$ cat config.mk
export PLATFORM = sky130hd
export DESIGN_NAME = sb_tx_shaper
export DESIGN_NICKNAME = d
export VERILOG_FILES = /design/src/rtl/sb_tx_shaper.sv
export SDC_FILE = /design/constraint.sdc
export NUM_CORES = 1
export LEC_CHECK = 0
export ABC_AREA = 1
export BUFFER_PORTS_ARGS = -buffer_cell sky130_fd_sc_hd__buf_2
export CAP_MARGIN = 20
export CELL_PAD_IN_SITES_DETAIL_PLACEMENT = 2
export CELL_PAD_IN_SITES_GLOBAL_PLACEMENT = 2
export CORE_AREA = 2 2 373 375
export CTS_CLUSTER_SIZE = 28
export DETAILED_ROUTE_END_ITERATION = 16
export DIE_AREA = 0 0 375 377
export GPL_TIMING_DRIVEN = 0
export PLACE_DENSITY_LB_ADDON = 0.1
export SLEW_MARGIN = 20
export SYNTH_ARGS = -nofsm -noshare
export SYNTH_HDL_FRONTEND = slang
export SYNTH_SLANG_ARGS = --single-unit
$ cat constraint.sdc
create_clock -name clk -period 30.3 [get_ports clk]
set_input_delay 1.515 -clock clk [delete_from_list [all_inputs] [get_ports clk]]
set_output_delay 1.515 -clock clk [all_outputs]
set_load 0.05 [all_outputs]
$ cat src/rtl/sb_tx_shaper.sv
// -----------------------------------------------------------------------------
// sb_tx_shaper
//
// Sits between a transmitting DUT and a switchboard queue. It buffers flits in
// a 2-entry FIFO and shapes the upstream ready signal according to ready_mode,
// so the transmitter can be exercised under always-ready, pseudo-random,
// alternating or fully stalled backpressure. It also counts the flits and
// packets delivered downstream.
//
// Parameters
//   DW         flit data width in bits
//   LFSR_SEED  reset value of the ready-pattern LFSR (must be nonzero)
//
// Ports
//   clk        clock, all state on the rising edge
//   nreset     asynchronous active-low reset
//   ready_mode upstream ready pattern: 0 always, 1 pseudo-random,
//              2 alternate, 3 stall
//   in_*       upstream flit (data, dest, last) with valid/ready handshake
//   out_*      downstream flit (data, dest, last) with valid/ready handshake
//   flit_count downstream transfers completed (wraps)
//   pkt_count  downstream transfers completed with out_last=1 (wraps)
// -----------------------------------------------------------------------------
module sb_tx_shaper #(
    parameter int          DW        = 416,
    parameter logic [15:0] LFSR_SEED = 16'hACE1
) (
    input  logic          clk,
    input  logic          nreset,
    input  logic [1:0]    ready_mode,
    input  logic [DW-1:0] in_data,
    input  logic [31:0]   in_dest,
    input  logic          in_last,
    input  logic          in_valid,
    output logic          in_ready,
    output logic [DW-1:0] out_data,
    output logic [31:0]   out_dest,
    output logic          out_last,
    output logic          out_valid,
    input  logic          out_ready,
    output logic [31:0]   flit_count,
    output logic [31:0]   pkt_count
);

    // Galois feedback mask applied when the shifted-out bit is 1.
    localparam logic [15:0] LFSR_TAPS = 16'hB400;

    // FIFO storage: data is not reset, it is don't-care while empty.
    logic [DW-1:0] data_mem [2];
    logic [31:0]   dest_mem [2];
    logic          last_mem [2];

    logic [1:0]    count_reg;
    logic          wr_ptr_reg;
    logic          rd_ptr_reg;
    logic [15:0]   lfsr_reg;
    logic          toggle_reg;
    logic [31:0]   flit_count_reg;
    logic [31:0]   pkt_count_reg;

    logic [15:0]   lfsr_next;
    logic [1:0]    count_next;
    logic          gate;
    logic          push;
    logic          pop;

    // Gate comes from registered pattern state only; ready_mode selects
    // which pattern applies in the current cycle, so a mode change acts
    // immediately without touching the FIFO.
    always_comb begin
        gate = 1'b0;
        unique case (ready_mode)
            2'd0:    gate = 1'b1;
            2'd1:    gate = lfsr_reg[0];
            2'd2:    gate = toggle_reg;
            default: gate = 1'b0;
        endcase
    end

    // Ready depends on occupancy only, never on out_ready: a full FIFO
    // stays not-ready even in a cycle where the head is popped.
    assign in_ready  = gate && (count_reg < 2'd2);
    assign out_valid = (count_reg != 2'd0);

    assign push = in_valid && in_ready;
    assign pop  = out_valid && out_ready;

    // Head entry is driven straight from storage registers.
    assign out_data = data_mem[rd_ptr_reg];
    assign out_dest = dest_mem[rd_ptr_reg];
    assign out_last = last_mem[rd_ptr_reg];

    assign flit_count = flit_count_reg;
    assign pkt_count  = pkt_count_reg;

    assign lfsr_next = {1'b0, lfsr_reg[15:1]} ^ (lfsr_reg[0] ? LFSR_TAPS : 16'h0000);

    always_comb begin
        count_next = count_reg;
        unique case ({push, pop})
            2'b10:   count_next = count_reg + 2'd1;
            2'b01:   count_next = count_reg - 2'd1;
            default: count_next = count_reg;
        endcase
    end

    always_ff @(posedge clk) begin
        if (push) begin
            data_mem[wr_ptr_reg] <= in_data;
            dest_mem[wr_ptr_reg] <= in_dest;
            last_mem[wr_ptr_reg] <= in_last;
        end
    end

    always_ff @(posedge clk or negedge nreset) begin
        if (!nreset) begin
            count_reg  <= 2'd0;
            wr_ptr_reg <= 1'b0;
            rd_ptr_reg <= 1'b0;
        end else begin
            count_reg <= count_next;
            if (push) begin
                wr_ptr_reg <= ~wr_ptr_reg;
            end
            if (pop) begin
                rd_ptr_reg <= ~rd_ptr_reg;
            end
        end
    end

    // Pattern generators free-run every cycle, independent of mode and
    // handshakes, so the random/alternate sequences are reproducible
    // from reset release.
    always_ff @(posedge clk or negedge nreset) begin
        if (!nreset) begin
            lfsr_reg   <= LFSR_SEED;
            toggle_reg <= 1'b1;
        end else begin
            lfsr_reg   <= lfsr_next;
            toggle_reg <= ~toggle_reg;
        end
    end

    // Counters wrap naturally through 32-bit overflow.
    always_ff @(posedge clk or negedge nreset) begin
        if (!nreset) begin
            flit_count_reg <= 32'd0;
            pkt_count_reg  <= 32'd0;
        end else if (pop) begin
            flit_count_reg <= flit_count_reg + 32'd1;
            if (out_last) begin
                pkt_count_reg <= pkt_count_reg + 32'd1;
            end
        end
    end

endmodule

# After elaboration in Yosys (flattened, before gate mapping)
# Memories as Yosys holds them, arrays and structs flattened.
# Cells that the tools add are included.
dict set report word_totals {
  ff_bits 85
  ramBits 898
  out_inout_bits 515
  word_cells 35
  mem_count 3
}
# memory words word_bits read_ports rd_clocked_by_memory_dff write_ports line
set memory_table {}
lappend memory_table {data_mem 2 416 1 0 1 49} ;# logic [DW-1:0] data_mem [2];
lappend memory_table {dest_mem 2 32 1 0 1 50} ;# logic [31:0] dest_mem [2];
lappend memory_table {last_mem 2 1 1 0 1 51} ;# logic last_mem [2];
dict set report classes {
  addsub 4
  n_lt_le_gt_ge 1
  eq_ne 4
  muxes 5
  bitwise 4
  reduce_logical 7
}
# op count
set op_table {}
lappend op_table {{adder 32 x 1 -> 32 bit, second input constant} 2}
lappend op_table {{two-way mux 16 bit} 1}
lappend op_table {{XOR 15 x 16 -> 16 bit} 1}
lappend op_table {{== test 2 x 1 -> 1 bit, second input constant} 2}
lappend op_table {{== test 2 bit, second input constant} 2}
lappend op_table {{case mux 2 bit (2 select lines)} 1}
lappend op_table {{nonzero test 2 bit} 2}
lappend op_table {{logical AND 1 bit} 3}
lappend op_table {{inverter 1 bit} 3}
lappend op_table {{case mux 1 bit (3 select lines)} 1}
lappend op_table {{adder 2 x 1 -> 2 bit, second input constant} 1}
lappend op_table {{zero test 2 bit} 1}
lappend op_table {{< comparator 2 bit, second input constant} 1}
lappend op_table {{two-way mux 1 bit} 2}
lappend op_table {{AND reduction 2 bit} 1}
lappend op_table {{subtractor 2 x 1 -> 2 bit, second input constant} 1}

# Longest topological paths before layout
# Gate-level depths: netlist of the first run.
dict set report logic_depth {
  depth_word 6
  depth_mapped 12
}

# Worst setup path after synthesis of the first run
# Ideal clock, no wire load.
dict set report synth_timing {
  path_kind {input port to flip-flop}
  startpoint {input ready_mode[0]}
  endpoint {memory data_mem[0][0], enable pin}
  arrival_time_ns 20.580
  t_required_ns 29.027
  slack_ns 8.447
  path_stages 3
  path_buffers 0
  path_cell_list {o21ai_0 o2111ai_1 nor2_1}
}
dict set report synth_via {
  elab_chain_len 6
  elab_cells_between_ends 8
}
# element line
set synth_lines {}
lappend synth_lines {{start, declared} 30} ;# input logic [1:0] ready_mode,
lappend synth_lines {{== test 2 bit, or another cell as far along} 72} ;# unique case (ready_mode)
lappend synth_lines {{case mux 1 bit (3 select lines) (*)} 72}
lappend synth_lines {{logical AND 1 bit (*)} 82} ;# assign in_ready = gate && (count_reg < 2'd2);
lappend synth_lines {{logical AND 1 bit (*)} 85} ;# assign push = in_valid && in_ready;
lappend synth_lines {{two-way mux 1 bit (*)} 108} ;# if (push) begin
lappend synth_lines {{two-way mux 1 bit (implied by the code) (*)} 109} ;# data_mem[wr_ptr_reg] <= in_data;
lappend synth_lines {{end, declared} 49}
# Mark *: on every way between the ends. The rest lies on a longest branch, timed or not.

# Worst setup path after layout of the first run
dict set report layout_timing {
  startpoint {register rd_ptr_reg}
  endpoint {output out_data[238]}
}
dict set report layout_via {
  elab_chain_len 1
}
# element line
set layout_lines {}
lappend layout_lines {{start, declared} 55} ;# logic rd_ptr_reg;
lappend layout_lines {{start signal, assigned} 126} ;# rd_ptr_reg <= ~rd_ptr_reg;
lappend layout_lines {{memory (2 x 416 bit)} n/a}
lappend layout_lines {{end, declared} 36} ;# output logic [DW-1:0] out_data,
# No other way between the ends.

==> metrics, run 1 <==
Max Transition Viols Final=0; final clock period utilization by the worst path=16.5%; total gr overflow=0; Multi-input gate area=6930 um^2; Fin. Hold Viols=0; Worst Skew=0.0295 ns; Worst Setup Start Kind=flop; Max Clock Freq=200 MHz; number of flip-flops in the largest register=832; clk_lat worst skew=0.73 ns; postcts setup bufs=0; Ys Warns=0; most common cell after layout, fill and taps aside=nand2_1; R2R setup slack=26.47 ns; first-pass GRT wire length=198000 um; DRC=0; Root Driver=clkbuf_16; post-route cell area=48600 um^2; Worst-Margin Slew=0.985 ns; hold_buf cts=0; post-synth net total=3306; vias per cell=4.40; sequential share of the synthesized area=79.4%; Worst EP required=28.79 ns; worst min path class=reg2reg; R2R Path Start=lfsr_reg[0]; CP Class=reg2out; number of global-route vias before repair=27700; Top Registers=data_mem (832), dest_mem (64); number of DRC markers in iteration 0=1088; CP endpoint kind=primary output; Final Net Count=4443; Pwr Density=103 nW/um^2; GPL Wtd Cong=0.763; CP Capture Point=out_data[238]; H-tree levels=3; IO Pins=970; share of cells above drive strength 1=29.7%; Detailed Route WL=141000 um; total CTS buffers=114; Post-DRT Antenna Nets=0; Syn Inst Count=2848; number of fill cells=14500; Cell Area, Synth=36700 um^2; starting density of the core=26.8%; most frequent cells in the layout=nand2_1, buf_2, edfxtp_1; Static Leak=0.0206 uW; clk buf depth=3; CP cell instances=buf_4, clkinv_2, clkbuf_1, clkbuf_1, nand2_1, nand2_1, buf_2; IO Port Bufs=969; Worst slew margin=34.4%; Worst path slowest cell=clkbuf_1; top cells by area, synth=edfxtp_1, nand2_1, dfrtp_1; Area growth, synth to finish=32.6%; Max Cap Violations=0; GRT Resource Usage Total=19.6%; antenna violations before repair=108; status=finished, final reports clean; critical path's largest stage delay=0.73 ns; Rows=136; Core Region=137000 um^2; pin count of the biggest net entering global routing=65; placed inst area=45000 um^2; DIE AREA=141000 um^2; die width=375 um; setup ws final=25.29 ns; R2R Path End=data_mem[1][149]; via count=25900; register bit total from synthesis=983; share of the synthesized area in the top cell type=73.6%; area leader, netlist=edfxtp_1; Register Area=29100 um^2; Yosys cell types=33; DR pass1 iterations=4; Clock Pin Slew Worst Setup and Hold Paths=0.06 ns; TritonCTS Sinks=983; Hold WS=0.334 ns; Reg with most FFs=data_mem; VDD IR-drop max=0.0000489 V; syn avg cell area=12.9 um^2; drt wl/cell=24.0 um; HPWL Detailed=110000 um; Worst R2R Path Depth=11; RSZ-0062 raised after global routing=no; CP arrival=3.49 ns; worst setup path start=rd_ptr_reg; post_cts resized=0; Tmin final=5.01 ns; largest fanout on the critical path=10; DIE HEIGHT=377 um; final setup vio count=0; CTS tree=yes; Place WS=25.29 ns
==> power by group <==
group	total, uW	switching [uW]	internal (uW)
sequential	1590	24.3	1570
combinational	2090	1720	375
clock	1330	563	771
==> metal layers <==
metal	vias up	part of all wire, %	GRT usage, %
met2	769	53	36.5
li1	11900	-	-
met4	66	3.1	5.04
met1	12900	37	20.8
met5	-	0.29	0
met3	352	7.4	6.95
==> layout make-up <==
class	count	area share, %
Antenna cell	14	0.0721
Buffer	101	0.826
Clock buffer	154	6.28
Clock inverter	50	1.06
Inverter	63	0.489
Multi-Input combinational cell	1701	14.3
Sequential cell	983	59.9
Tap cell	1794	4.62
Timing Repair Buffer	1021	12.5
==> cell usage after synthesis (all sizes together) <==
| master | instances |
|---|---|
| a21oi | 1 |
| and2 | 1 |
| buf | 8 |
| clkbuf | 93 |
| clkinv | 1 |
| dfrtp | 76 |
| dfstp | 9 |
| edfxtp | 898 |
| ha | 3 |
| inv | 62 |
| nand2 | 1508 |
| nand3 | 38 |
| nand3b | 8 |
| nand4 | 13 |
| nor2 | 68 |
| nor3 | 10 |
| o2111ai | 1 |
| o211a | 1 |
| o21ai | 7 |
| o21bai | 1 |
| or2 | 1 |
| xnor2 | 16 |
| xor2 | 24 |
==> how the worst min path moves through the flow <==
stage / from / to / cells past startpoint
global placement: lfsr_reg[2] / lfsr_reg[1] / 0
global route: lfsr_reg[9] / lfsr_reg[8] / 0
detailed placement: lfsr_reg[12] / lfsr_reg[11] / 0
floorplan: lfsr_reg[2] / lfsr_reg[1] / 0
CTS: lfsr_reg[9] / lfsr_reg[8] / 0
finish: lfsr_reg[9] / lfsr_reg[8] / 0
==> cell families (layout without fill, tap and decap cells) <==
| logic type | after synthesis | after routing | share of synthesized area (%) |
|---|---|---|---|
| compound gates | 11 | 11 | 0.191 |
| xor+xnor | 40 | 40 | 0.956 |
| fa+ha+maj | 3 | 3 | 0.102 |
| buf+inv | 164 | 1389 | 1.74 |
| flops | 983 | 983 | 79.4 |
| other cells | 0 | 14 | 0 |
| simple gates | 1647 | 1647 | 17.6 |
==> worst max-delay path, delay by kind of cell, from the launching register on <==
kind / cells / cell delay [ns]
simple gates: 2 / 0.22
flops: 1 / 0.36
buf+inv: 5 / 2.17
==> per-stage QoR <==
step	power [uW]	instances	TNS, ns	utilization, %
final	5020	5881	0	35.5
after floorplan	3070	2848	0	-
after CTS	5130	5867	0	35.5
after detailed placement	3770	5663	0	32.9
after global placement	3860	5611	-6407.00	31.9
after global routing	5250	5875	0	35.5
No activity file was read; power rests on OpenSTA's default activity.
==> inputs of run 2 (changes only) <==
clock period = 4.9 ns   (was 30.3 ns; I/O delays follow)
==> run 2 against run 1 <==
  * Flip-flop and latch count stayed put
  * Hold slack worse by 0.25 ns
  * Clock power grew to 6.3 times the previous value
  * Critical path depth stayed put
  * Via count is 6.7% higher
  * Wire length is 4.2% higher
==> metrics, run 2 (same netlist as run 1, synthesis figures left out) <==
vias per cell=4.35 (-1.2%); clk buf depth=3 (unchanged); HPWL Detailed=111000 um (+0.85%); final clock period utilization by the worst path=77.5%; post-route cell area=53300 um^2 (+9.7%); Worst Skew=0.0304 ns (+0.000924 ns); critical path's largest stage delay=0.75 ns (+0.02 ns); total CTS buffers=115 (+0.88%); R2R Path Start=toggle_reg; clk_lat worst skew=0.74 ns (about the same); Root Driver=clkbuf_16; placed inst area=45100 um^2 (+0.19%); Max Transition Viols Final=0 (unchanged); R2R Path End=data_mem[0][411]; worst min path class=in2async; Final Power=31700 uW (+530%); drt wl/cell=23.2 um (-3.4%); Static Leak=0.0226 uW (+9.4%); Worst-Margin Slew=1.04 ns (+0.0528 ns); Area growth, synth to finish=45.4%; GRT Resource Usage Total=20.5% (+0.89 points); CP Class=reg2out; via count=27600 (+6.7%); number of flip-flops in the largest register=832 (unchanged); VDD IR-drop max=0.000373 V (+660%); status=finished, final reports clean; IO Port Bufs=969 (unchanged); IO Pins=970 (unchanged); DIE AREA=141000 um^2 (unchanged); Top delay family on crit path=buffers and inverters; Top Registers=data_mem (832), dest_mem (64); hold_buf cts=454 (+454); Rows=136 (unchanged); Detailed Route WL=147000 um (+4.2%); CP endpoint kind=primary output; Reg with most FFs=data_mem; Max Cap Violations=0 (unchanged); CP arrival=3.55 ns (+0.06 ns); Register Area=29100 um^2 (unchanged); Stages on worst setup path=7 (unchanged); Worst Setup Start Kind=flop; CTS tree=yes; total gr overflow=0 (unchanged); Non-Filler Instances=6346 (+7.9%); Place WS=1.11 ns (-24.18 ns); Placed Cells=5664 (+0.018%); Critical path buffers and inverters=5 (unchanged); DR pass1 iterations=5 (+1); Worst EP required=4.66 ns (-24.13 ns); antenna violations before repair=37 (-66%); Max Clock Freq=263 MHz; post_cts resized=0 (unchanged); GPL Wtd Cong=0.771 (+0.98%); Fin. Hold Viols=0 (unchanged); Final Net Count=4899 (+10%); busiest grt layer=met2; final setup vio count=0 (unchanged); Multi-input gate area=6950 um^2 (+0.31%); M3 GR Usage=6.21% (-0.74 points); DRC=0 (unchanged); grt met1 use=22.0% (+1.2 points); number of DRC markers in iteration 0=1049 (-3.6%); starting density of the core=26.8% (unchanged); postcts setup bufs=0 (unchanged); Post-Route Setup TNS=0 ns (unchanged); share of cells above drive strength 1=26.8% (-2.9 points); number of global-route vias before repair=30800 (+11%); first-pass GRT wire length=211000 um (+6.5%); most frequent cells in the layout=nand2_1, buf_2, edfxtp_1; H-tree levels=3 (unchanged); Pwr Density=595 nW/um^2 (+480%); Worst path slowest cell=clkbuf_1; Clock Pin Slew Worst Setup and Hold Paths=0.06 ns (about the same); Worst R2R Path Depth=14 (+3); setup ws final=1.10 ns (-24.19 ns); Tmin final=3.80 ns; grt met2 use=37.7% (+1.2 points); Post-DRT Antenna Nets=0 (unchanged); Core Region=137000 um^2 (unchanged); RSZ-0062 raised after global routing=no; die width=375 um (unchanged); largest fanout on the critical path=10 (unchanged); CP cell instances=buf_4, clkinv_2, clkbuf_1, clkbuf_1, nand2_1, nand2_1, buf_2; Worst slew margin=30.8% (-3.5 points); pin count of the biggest net entering global routing=67 (+3.1%); TritonCTS Sinks=983 (unchanged); DIE HEIGHT=377 um (unchanged); R2R setup slack=1.16 ns (-25.31 ns); number of fill cells=14400 (-1.2%); most common cell after layout, fill and taps aside=nand2_1
## run 2: cell count changes in the layout (fill, tap and decap cells not counted), sizes merged, moves of 3 or more
cell | previous run | this run
dlygate4sd3 | 0 | 453
clkinv | 41 | 47
clkbuf | 247 | 243
diode | 14 | 17
## run 2: per-stage QoR
step / utilization [%] / hold slack (ns)
floorplan: - / -0.0506
finish: 38.9 / 0.0847
global placement: 32.0 / 0.339
detailed placement: 32.9 / 0.119
global route: 38.9 / 0.0801
CTS: 38.9 / 0.0377
## run 2: how the worst max path moves through the flow
stage	slack [ns]	endpoint	from
after detailed placement	1.11	data_mem[0][153]	lfsr_reg[0]
after global routing	0.77	out_data[238]	rd_ptr_reg
after CTS	0.84	out_data[126]	rd_ptr_reg
final	1.10	out_data[126]	rd_ptr_reg
after floorplan	-3.16	data_mem[0][0]	toggle_reg
after global placement	-8.63	data_mem[0][153]	lfsr_reg[0]
## run 2: power breakdown
part	total, uW	internal (uW)	switching (uW)
sequential	9860	9700	153
clock	8410	4840	3570
combinational	13400	2570	10900
## run 2: final cells by class
| type | count | area share, % |
|---|---|---|
| clock inverter | 61 | 1.09 |
| antenna | 17 | 0.0798 |
| tap | 1794 | 4.21 |
| multi-input combinational | 1701 | 13.0 |
| timing repair buffer | 1476 | 20.1 |
| sequential | 983 | 54.6 |
| clock buffer | 150 | 5.72 |
| inverter | 63 | 0.446 |
| buffer | 101 | 0.761 |
## run 2: metal layers
layer / share of wire (%) / vias to the layer above / wire length (um)
met1: 37 / 13800 / 54600
met2: 53 / 710 / 77600
met5: 0.14 / - / 210
met4: 3.6 / 34 / 5330
li1: - / 12800 / -
met3: 6.3 / 248 / 9240
## run 2: worst min-delay path: cells and delay by family
family / cells / cell delay, ns
buf+inv: 3 / 0.94
==> inputs of run 3 (changes only) <==
ABC_AREA = 0   (was 1)
CORE_AREA = 2 2 380 382   (was 2 2 373 375)
DIE_AREA = 0 0 382 384   (was 0 0 375 377)
clock period = 3.4 ns   (was 4.9 ns; I/O delays follow)
==> run 3 against run 2 <==
  * Clock-buffer cell count is 8 higher
  * Sequential share of layout area increased by 1.1 points
  * Synthesized cell count is 40% lower
  * Core utilization fell by 2.3 points
  * Non-clock buffer count decreased by 56
  * Synthesized area shrank 2.1%
  * Flip-flop and latch count unchanged
  * Largest power group unchanged
  * Die area up 3.8%
==> metrics, run 3 <==
clk_lat worst skew=0.73 ns (about the same); Worst-Margin Slew=0.890 ns (-0.148 ns); number of fill cells=14300 (-0.31%); Tmin final=3.15 ns; Non-Filler Instances=5301 (-16%); Worst Setup Start Kind=flop; TritonCTS Sinks=983 (unchanged); most frequent cells in the layout=buf_2, edfxtp_1, dlygate4sd3_1; IO Port Bufs=969 (unchanged); total gr overflow=0 (unchanged); most frequent cells after synthesis=edfxtp_1, mux2_2, dfrtp_1, clkbuf_1, xor2_1; sequential share of the synthesized area=81.1% (+1.7 points); Multi-input gate area=6540 um^2 (-6.0%); Worst path slowest cell=clkbuf_1; area leader, netlist=edfxtp_1; Yosys cell types=37 (+12%); Syn Inst Count=1699 (-40%); Max Clock Freq=318 MHz; Static Leak=0.0198 uW (-12%); Clock Pin Slew Worst Setup and Hold Paths=0.06 ns (about the same); Worst Skew=0.0458 ns (+0.0154 ns); Fin. Hold Viols=0 (unchanged); most common cell after layout, fill and taps aside=buf_2; status=finished, final reports clean; Async SR Flop Fraction=8.65% (unchanged); syn avg cell area=21.1 um^2 (+64%); Ys Warns=0 (unchanged); DIE HEIGHT=384 um (+1.9%); GPL Wtd Cong=0.785 (+1.8%); DR pass1 iterations=6 (+1); CP arrival=2.98 ns (-0.57 ns); critical path's largest stage delay=0.54 ns (-0.21 ns); number of synthesized flops with an enable pin=898 (unchanged); largest fanout on the critical path=10 (unchanged); Top delay family on crit path=buffers and inverters; drt wl/cell=23.3 um (+0.63%); CP endpoint kind=primary output; via count=21900 (-21%); Rows=139 (+2.2%); starting density of the core=25.1% (-1.6 points); DIE AREA=147000 um^2 (+3.8%); post-route cell area=52200 um^2 (-2.0%); placed inst area=44000 um^2 (-2.5%); RSZ-0062 raised after global routing=no; first-pass GRT wire length=177000 um (-16%); Detailed Route WL=124000 um (-16%); clk buf depth=3 (unchanged); share of the synthesized area in the top cell type=75.1% (+1.6 points); share of cells above drive strength 1=49.1% (+22 points); Core Region=143000 um^2 (+4.2%); number of global-route vias before repair=25400 (-18%); Post-DRT Antenna Nets=0 (unchanged); number of DRC markers in iteration 0=781 (-26%); Pwr Density=778 nW/um^2 (+31%); vias per cell=4.13 (-5.1%); top cells by area, synth=edfxtp_1, mux2_2, dfrtp_1; IO Pins=970 (unchanged); Worst EP required=3.23 ns (-1.43 ns); Top FF cell, synth=edfxtp_1; Reg with most FFs=data_mem; number of flip-flops in the largest register=832 (unchanged); Top cell by count, worst path=buf_2; final clock period utilization by the worst path=92.6%; Critical path buffers and inverters=4 (-1); Max Cap Violations=0 (unchanged); CP Class=reg2out; post-synth net total=2157 (-35%); VDD IR-drop max=0.000427 V (+14%); H-tree levels=3 (unchanged); GRT Resource Usage Total=16.5% (-3.9 points); Placed Cells=4606 (-19%); Cell Area, Synth=35900 um^2 (-2.1%); register bit total from synthesis=983 (unchanged); Area growth, synth to finish=45.6% (about the same); Worst slew margin=40.2% (+9.3 points); CTS tree=yes; Top Registers=data_mem (832), dest_mem (64); die width=382 um (+1.9%); pin count of the biggest net entering global routing=50 (-25%); Final Net Count=3738 (-24%); HPWL Detailed=93500 um (-16%); worst min path class=in2reg; DRC=0 (unchanged); antenna violations before repair=37 (unchanged); total CTS buffers=115 (unchanged); Max Transition Viols Final=0 (unchanged); Root Driver=clkbuf_16; CP cell instances=buf_2, clkbuf_4, clkbuf_1, mux2_2, buf_2; most common cell in the netlist=edfxtp_1; Register Area=29100 um^2 (unchanged); final setup vio count=0 (unchanged)
==> run 3: metrics by stage <==
stage	utilization (%)	setup TNS [ns]	worst slack [ns]	power (uW)	hold slack, ns
6_report	36.6	0	0.251	40700	0.114
5_1_grt	36.6	0	0.00224	42300	0.0721
4_1_cts	36.5	0	0.0177	41400	0.0159
3_5_place_dp	30.8	0	0.0246	28900	0.136
3_3_place_gp	30.2	-7327.81	-9.40	29000	0.340
2_1_floorplan	-	-3742.67	-4.61	24700	-0.126
==> run 3: path summary, 6_finish.rpt <==
kind / from / end / slack [ns] / cells past startpoint
max: rd_ptr_reg / out_data[412] / 0.25 / 5
min: ready_mode[0] / wr_ptr_reg / 0.11 / 4
max reg2reg: lfsr_reg[0] / data_mem[0][326] / 0.42 / 10
min reg2reg: lfsr_reg[4] / lfsr_reg[3] / 0.35 / 0
max in group asynchronous: nreset / rd_ptr_reg / 2.51 / 4
min in group asynchronous: nreset / toggle_reg / 0.59 / 3
==> run 3: worst register-to-register path: stages, from the launching register on <==
cell and delay, ns:
dfstp_2 0.60, nor2b_4 0.18, o211ai_1 0.20, nor2_4 0.31, buf_16 0.21, buf_12 0.22
buf_12 0.23, buf_16 0.20, buf_16 0.19, buf_16 0.19, buf_16 0.18
==> run 3: report_power, final <==
| group | switching (uW) | internal [uW] | total [uW] |
|---|---|---|---|
| sequential | 217 | 14100 | 14300 |
| clock | 5040 | 6740 | 11800 |
| combinational | 10500 | 4110 | 14600 |
| total | 15700 | 24900 | 40700 |
==> run 3: repair_timing <==
action                                  CTS  global route
gates resized for setup                  15             0
setup buffers                             0             5
endpoints found under the hold margin   990             0
endpoints found under the setup margin  410            53
gates cloned                              0             1
pin swaps                                 0             2
hold buffers                            454             0
==> run 3: final cells by class <==
type                    instances  area share (%)
diodes                         22           0.105
plain buffers                  58           0.536
clock buffers                 158            5.99
clock inverters                55           0.881
inverters                       9          0.0647
multi-input cells             650            12.5
flip-flops and latches        983            55.7
well taps                    1903            4.56
repair buffers               1463            19.7
==> run 3: metal layers <==
| metal | share of wire, % | up-vias | GRT usage [%] |
|---|---|---|---|
| met4 | 2.6 | 18 | 5.27 |
| li1 | - | 9901 | - |
| met2 | 54 | 673 | 30.6 |
| met1 | 36 | 11100 | 17.3 |
| met5 | 0.10 | - | 0 |
| met3 | 7.7 | 176 | 5.80 |
==> run 3: cells by family after synthesis <==
kind of cell,after synthesis,share of synthesized area (%)
flip-flops,983,81.1
AO/OA/AOI/OAI,5,0.101
buffers and inverters,67,0.816
XOR/XNOR,70,1.71
multiplexers,450,14.1
AND/OR/NAND/NOR,121,2.07
adder cells (fa/ha/maj),3,0.105
